[src/rtl/sha256_mining_sequencer.sv]
`default_nettype none
// +----------------------------------------------------------------------+
// | sha256_mining_sequencer: double-SHA-256 nonce sequencer for the      |
// | round datapath / H accumulators. Option macro: MIDSTATE_EN. Rev 1.0  |
// +----------------------------------------------------------------------+
module sha256_mining_sequencer (
  input  logic        clk,
  input  logic        rst,
  input  logic        start,
  input  logic        abort,
  input  logic [31:0] nonce_start,
  input  logic [31:0] nonce_end,
  input  logic        target_hit,
  output logic        h_init,
  output logic        init_sel,
  output logic        round_en,
  output logic [5:0]  round,
  output logic        h_acc,
  output logic [1:0]  msg_sel,
  output logic        digest_latch,
  output logic [31:0] nonce,
  output logic        busy,
  output logic        hash_valid,
  output logic        found,
  output logic        exhausted
);

  typedef enum logic [2:0] {
    ST_IDLE  = 3'd0,
    ST_INIT  = 3'd1,
    ST_ROUND = 3'd2,
    ST_ACC   = 3'd3,
    ST_DONE  = 3'd4
  } state_t;

  localparam logic [1:0] P0 = 2'd0;
  localparam logic [1:0] P1 = 2'd1;
  localparam logic [1:0] P2 = 2'd2;
`ifdef MIDSTATE_EN
  localparam logic [1:0] FIRST_PHASE = P1;
`else
  localparam logic [1:0] FIRST_PHASE = P0;
`endif

  state_t      state_q, state_d;
  logic [1:0]  phase_q, phase_d;
  logic [5:0]  round_q, round_d;
  logic [31:0] nonce_q, nonce_d;
  logic [31:0] nonce_end_q, nonce_end_d;
  logic        found_q, found_d;
  logic        exhausted_q, exhausted_d;
  logic        h_init_q, h_init_d;
  logic        init_sel_q, init_sel_d;
  logic        round_en_q, round_en_d;
  logic        h_acc_q, h_acc_d;
  logic        digest_latch_q, digest_latch_d;
  logic        busy_q, busy_d;
  logic        hash_valid_q, hash_valid_d;

  always_comb begin
    state_d     = state_q;
    phase_d     = phase_q;
    round_d     = round_q;
    nonce_d     = nonce_q;
    nonce_end_d = nonce_end_q;
    found_d     = found_q;
    exhausted_d = exhausted_q;

    if (state_q != ST_IDLE && abort) begin
      state_d = ST_IDLE;
      round_d = 6'd0;
    end else begin
      case (state_q)
        ST_IDLE: begin
          if (start && !abort) begin
            nonce_d     = nonce_start;
            nonce_end_d = nonce_end;
            found_d     = 1'b0;
            exhausted_d = 1'b0;
            phase_d     = FIRST_PHASE;
            state_d     = ST_INIT;
          end
        end
        ST_INIT: begin
          round_d = 6'd0;
          state_d = ST_ROUND;
        end
        ST_ROUND: begin
          if (round_q == 6'd63) begin
            round_d = 6'd0;
            state_d = ST_ACC;
          end else begin
            round_d = round_q + 6'd1;
          end
        end
        ST_ACC: begin
          // Chunk 1 chains straight off chunk 0's H; the second hash restarts from IV.
          case (phase_q)
            P0: begin
              phase_d = P1;
              state_d = ST_ROUND;
            end
            P1: begin
              phase_d = P2;
              state_d = ST_INIT;
            end
            default: state_d = ST_DONE;
          endcase
        end
        ST_DONE: begin
          if (target_hit) begin
            found_d = 1'b1;
            state_d = ST_IDLE;
          end else if (nonce_q == nonce_end_q) begin
            exhausted_d = 1'b1;
            state_d     = ST_IDLE;
          end else begin
            nonce_d = nonce_q + 32'd1;
            phase_d = FIRST_PHASE;
            state_d = ST_INIT;
          end
        end
        default: begin
          state_d = ST_IDLE;
          round_d = 6'd0;
        end
      endcase
    end

    // Strobes are decoded from the next state so they come straight off flops.
    h_init_d       = (state_d == ST_INIT);
`ifdef MIDSTATE_EN
    init_sel_d     = (state_d == ST_INIT) && (phase_d == P1);
`else
    init_sel_d     = 1'b0;
`endif
    round_en_d     = (state_d == ST_ROUND);
    h_acc_d        = (state_d == ST_ACC);
    digest_latch_d = (state_d == ST_ACC) && (phase_d == P1);
    busy_d         = (state_d != ST_IDLE);
    hash_valid_d   = (state_d == ST_DONE);
  end

  always_ff @(posedge clk or posedge rst) begin
    if (rst) begin
      state_q        <= ST_IDLE;
      phase_q        <= P0;
      round_q        <= 6'd0;
      nonce_q        <= 32'd0;
      nonce_end_q    <= 32'd0;
      found_q        <= 1'b0;
      exhausted_q    <= 1'b0;
      h_init_q       <= 1'b0;
      init_sel_q     <= 1'b0;
      round_en_q     <= 1'b0;
      h_acc_q        <= 1'b0;
      digest_latch_q <= 1'b0;
      busy_q         <= 1'b0;
      hash_valid_q   <= 1'b0;
    end else begin
      state_q        <= state_d;
      phase_q        <= phase_d;
      round_q        <= round_d;
      nonce_q        <= nonce_d;
      nonce_end_q    <= nonce_end_d;
      found_q        <= found_d;
      exhausted_q    <= exhausted_d;
      h_init_q       <= h_init_d;
      init_sel_q     <= init_sel_d;
      round_en_q     <= round_en_d;
      h_acc_q        <= h_acc_d;
      digest_latch_q <= digest_latch_d;
      busy_q         <= busy_d;
      hash_valid_q   <= hash_valid_d;
    end
  end

  // An abort arriving in ACC or DONE must not commit the accumulate or report a digest.
  assign h_init       = h_init_q;
  assign init_sel     = init_sel_q;
  assign round_en     = round_en_q;
  assign round        = round_q;
  assign h_acc        = h_acc_q & ~abort;
  assign msg_sel      = phase_q;
  assign digest_latch = digest_latch_q & ~abort;
  assign nonce        = nonce_q;
  assign busy         = busy_q;
  assign hash_valid   = hash_valid_q & ~abort;
  assign found        = found_q;
  assign exhausted    = exhausted_q;

endmodule
`default_nettype wire

[config.mk]
export PLATFORM = sky130hd
export DESIGN_NAME = sha256_mining_sequencer
export DESIGN_NICKNAME = d
export VERILOG_FILES = /design/src/rtl/sha256_mining_sequencer.sv
export SDC_FILE = /design/constraint.sdc
export NUM_CORES = 1
export LEC_CHECK = 0
export CORE_MARGIN = 10
export CORE_UTILIZATION = 50
export CTS_BUF_LIST = sky130_fd_sc_hd__clkbuf_16
export CTS_CLUSTER_DIAMETER = 30
export DETAILED_ROUTE_END_ITERATION = 10
export PLACE_DENSITY = 0.81
export SKIP_LAST_GASP = 1
export SLEW_MARGIN = 0
export SYNTH_ARGS = -nofsm -noshare
export SYNTH_HDL_FRONTEND = slang
export SYNTH_SLANG_ARGS = --single-unit
[constraint.sdc]
create_clock -name clk -period 2.8 [get_ports clk]
set_input_delay 0.28 -clock clk [delete_from_list [all_inputs] [get_ports clk]]
set_output_delay 0.28 -clock clk [all_outputs]
set_load 0.02 [all_outputs]
==> Word-level counts from Yosys, hierarchy flattened <==
Index checks and enable logic that the tools add are counted.
{ "word_totals": {"out_inout_bits": 49, "wordCells": 78, "regBits": 83} }
{ "op_classes": {"n_reduce_logical": 14, "muxes": 26, "n_eq_ne": 18, "bitwise": 5, "add_sub_neg": 2} }
{ "op_table": {"columns": ["operator", "n"], "rows": [
  ["$mux W32", 3],
  ["$pmux W32 S2", 1],
  ["$add A32 B1 Y32 const B", 1],
  ["$eq A32 B32 Y1", 1],
  ["$pmux W3 S5", 1],
  ["$eq A3 B2 Y1 const B", 4],
  ["$mux W6", 2],
  ["$pmux W6 S2", 1],
  ["$ne A2 B2 Y1 const B", 5],
  ["$reduce_and A5 Y1", 2],
  ["$mux W3", 3],
  ["$mux W2", 4],
  ["$add A6 B1 Y6 const B", 1],
  ["$eq A3 B1 Y1 const B", 2],
  ["$eq A3 B3 Y1 const B", 2],
  ["$eq A6 B6 Y1 const B", 1],
  ["$mux W1", 6],
  ["$pmux W2 S3", 1],
  ["$pmux W3 S2", 1],
  ["$reduce_bool A3 Y1", 2],
  ["$eq A2 B1 Y1 const B", 2],
  ["$pmux W1 S2", 2],
  ["$pmux W2 S2", 1],
  ["$reduce_and A4 Y1", 1],
  ["other kinds (10)", 15]
]} }

==> Depth between registers and ports, before layout <==
{ "logic_depth": {"depth_word": 7, "mapped_depth": 9} }

==> Worst setup path after synthesis <==
No wires, ideal clock.
{ "synth_timing": {"kind": "register to register", "start": "register nonce_q[21], in the netlist nonce[21]", "end": "register nonce_q[17], in the netlist nonce[17]", "n_path_buf": 2, "arrival_time_ns": 2.119, "t_required_ns": 2.674, "stages_incl_launch_ff": 9, "setup_time_ns": 0.126, "period_less_slack_ns": 2.245, "slack_ns": 0.555, "cell_sequence": "dfrtp_1 > buf_6 > xnor2_1 > nand4_1 > or4_4 > o211ai_2 > buf_4 > nor2_1 > o32a_1"} }
{ "synth_between": {"elab_chain_len": 3} }
{ "synth_rtl": {"columns": ["element", "line", "rtl"], "rows": [
  ["start: declaration", "48", "logic [31:0] nonce_q, nonce_d;"],
  ["start signal: assignment", "164", "nonce_q <= nonce_d;"],
  ["$eq A32 B32 Y1", "114", "end else if (nonce_q == nonce_end_q) begin"],
  ["$ne A2 B2 Y1 (no source line)", null, null],
  ["$reduce_and A5 Y1 (no source line)", null, null]
]} }
No other way between the ends.
A chain may end at the register's enable or synchronous reset.

==> Worst setup path after layout <==
{ "layout_timing": {"start": "register nonce_q[21], in the netlist nonce[21]", "end": "register nonce_q[8], in the netlist nonce[8]"} }
The elaborated chain is that of the path after synthesis.

==> results.toml <==
[timing]
tns_ps = 0
tightest_slew_ps = 809
drv_slew = 0
skew_ps = 7.93
finalHoldViolations = 0
setup_violations = 0
fin_crit_ps = 2540
period_share_pct = 90.8
maxSlewHeadroom_pct = 46.1
rsz0062_at_grt = "no"
fmax_mhz = 393

[synth]
yosys_warnings = 0
synth_area_um2 = 4650
yosysTopAreaCell = "dfrtp_1"
avgSynthCellArea_um2 = 8.46
synth_seq_area_share_pct = 44.6
ys_top_cells_by_area = "dfrtp_1, nand2_1, xnor2_1"
synth.distinct_cells = 51
ys_ff_latch = 83
syn-num-nets = 624
syn_inst = 550
synth_top_area_share_pct = 44.6

[setup_path]
path_max_fanout = 8
critPathTopFamily = "simple AND/OR/NAND/NOR gates"
r2r_setup_slack_ps = 260
cpPeakStageDelay_ps = 590
slowest_stage = "or4_4"
required_ps = 3020
reg2reg_from = "nonce[21]"
path_cells = "xnor2_1 -> nand4_1 -> or4_4 -> o211ai_2 -> buf_4 -> and3b_1 -> o32a_1"
cp-start-kind = "flop"
critPathKind = "flop to flop"
r2r_end = "nonce[8]"
arrival_ps = 2760
crit_path_end_kind = "flop"
critPathBufInv = 1
r2r_cells = 7

[pwr]
power_frac_seq_pct = 39.4
power.share.clock_pct = 29.0
power_switching_w = 0.00154
power.leakage_nw = 2.61
power_density_nw_per_um2 = 698
max-vdd-ir-drop_v = 0.000318
intPower_w = 0.00287
combPwrFrac_pct = 31.6
sw_frac_of_total_pct = 34.9

[final_layout]
multiInputGateArea_um2 = 2370
final_common_cell = "nand2_1"
syn_to_final_growth_pct = 35.8
drive_above_1_share_pct = 7.47
n_fill_cell = 692
design_area_um2 = 6320
diodes = 0
nets = 739
seq_area_um2 = 2080
layout.cells.most_common_list = "nand2_1, clkdlybuf4s50_1, dfrtp_1, nor2_1, xnor2_1"

[placed_design]
gp_congestion = 1.04
io_buffers = 116
post_dp_cell_area_um2 = 6010
post-dp-hpwl_mm = 11.9

[clock_tree]
cts_tree = "built"
cts_setup_buffers = 0
htree_levels = 3
insertion_delay_ps = 340
ctsHoldBuffers = 0
clockRootBuffer = "clkbuf_16"
cts_buffers = 9
cts.path.max_buffers = 2
cts.sinks = 83
clk_pin_slew_worst_paths_ps = 60
cts_resized = 0

[floorplan]
core_um2 = 9150
die_w_um = 116
die-area_um2 = 13600
num_rows = 35
die_h_um = 116
start_util_pct = 50.9
ioPinCount = 118

[grt]
antenna_found_initial = 0
grt_pass1_wl_mm = 25.4
grt_max_degree = 45
grt_usage_pct = 24.0
overflow = 0
grt_pass1_vias = 4769

[detailed_routing]
antenna_left = 0
drtIter0Drc = 443
drc = 0
viasPerCell = 6.18
wl_per_cell_um = 20.6
vias = 4823
drt_first_pass_iters = 5
drt_wl_total_mm = 16.1

[outcome]
outcome = "completed"

[min_path]
hold_class = "primary input to async pin"

[job]
drv_cap = 0
-- cell usage after synthesis, drive strengths merged --
library cell,instances
o22ai,2
o311a,1
and4,4
a21oi,15
nand2,131
or4,3
o21a,2
nor2,52
inv,10
and3,8
or3b,1
o211ai,12
o32a,13
o32ai,1
nand4,26
nor2b,6
and2,1
a21o,2
a32oi,1
o41ai,1
nand2b,5
or2,2
a211oi,2
a311oi,2
dfrtp,83
clkbuf,26
o31a,3
xnor2,32
o22a,1
o221a,1
buf,12
a22oi,10
o21ai,17
a31oi,8
a41oi,1
ha,5
and3b,1
nor3b,1
nor3,20
nor4,7
o31ai,4
nand3,12
conb,1
or3,2
-- power groups by stage --
stage          Clock [W]  Sequential (W)  Combinational (W)
3_3_place_gp           0         0.00172            0.00135
2_1_floorplan          0         0.00178           0.000677
4_1_cts          0.00128         0.00172            0.00139
6_report         0.00128         0.00174            0.00140
5_1_grt          0.00132         0.00176            0.00151
3_5_place_dp           0         0.00173            0.00138
-- cells by family after synthesis --
kind of cell               after synthesis  share of synthesized area (%)
and+or+nand+nor                        282                           28.0
AOI/OAI and AO/OA                       99                           15.3
DFF                                     83                           44.6
buffers and inverters                   48                           4.68
xor gates and xnor gates                32                           6.02
adders and majority gates                5                           1.34
other                                    1                         0.0806
-- metrics by stage --
step	setup slack, ps	util, %	power (W)	hold WS [ps]	cells
CTS	304	69.1	0.00439	435	780
floorplan	383	-	0.00246	385	550
global placement	345	65.6	0.00307	482	765
detailed placement	324	65.6	0.00311	490	765
finish	258	69.1	0.00441	387	780
global route	179	69.1	0.00460	476	780
-- sequential cells by signal, indices dropped and copies added, names as in the netlist --
name            cells
found               1
h_acc_q             1
round               6
nonce              32
exhausted           1
msg_sel             2
hash_valid_q        1
nonce_end_q        32
digest_latch_q      1
h_init              1
round_en            1
busy                1
state_q             3
-- layout make-up --
type                            instances  share of cell area, %
Sequential cell                        83                   32.9
Tap cell                              111                   2.20
Timing Repair Buffer                  142                   21.8
Clock inverter                          6                   1.41
Clock buffer                            9                   3.56
Inverter                               10                  0.613
Multi-Input combinational cell        419                   37.5
-- per-layer routing --
metal | track usage (%) | vias up | wire length, um
li1 | - | 2169 | -
met1 | 30.8 | 2289 | 6280
met2 | 38.0 | 326 | 7410
met3 | 6.83 | 39 | 1990
met4 | 8.26 | 0 | 406
met5 | 0 | - | 0
-- worst max path at each step --
stage / from / end / slack [ps] / cells after the start
6_report: nonce[21] / nonce[8] / 260 / 7
5_1_grt: nonce[21] / nonce[8] / 180 / 7
4_1_cts: nonce[2] / nonce[8] / 300 / 7
3_5_place_dp: nonce[21] / nonce[8] / 320 / 7
3_3_place_gp: nonce[0] / nonce[8] / 350 / 7
2_1_floorplan: rst / busy / 380 / 1
Power figures use the tool's default switching activity.
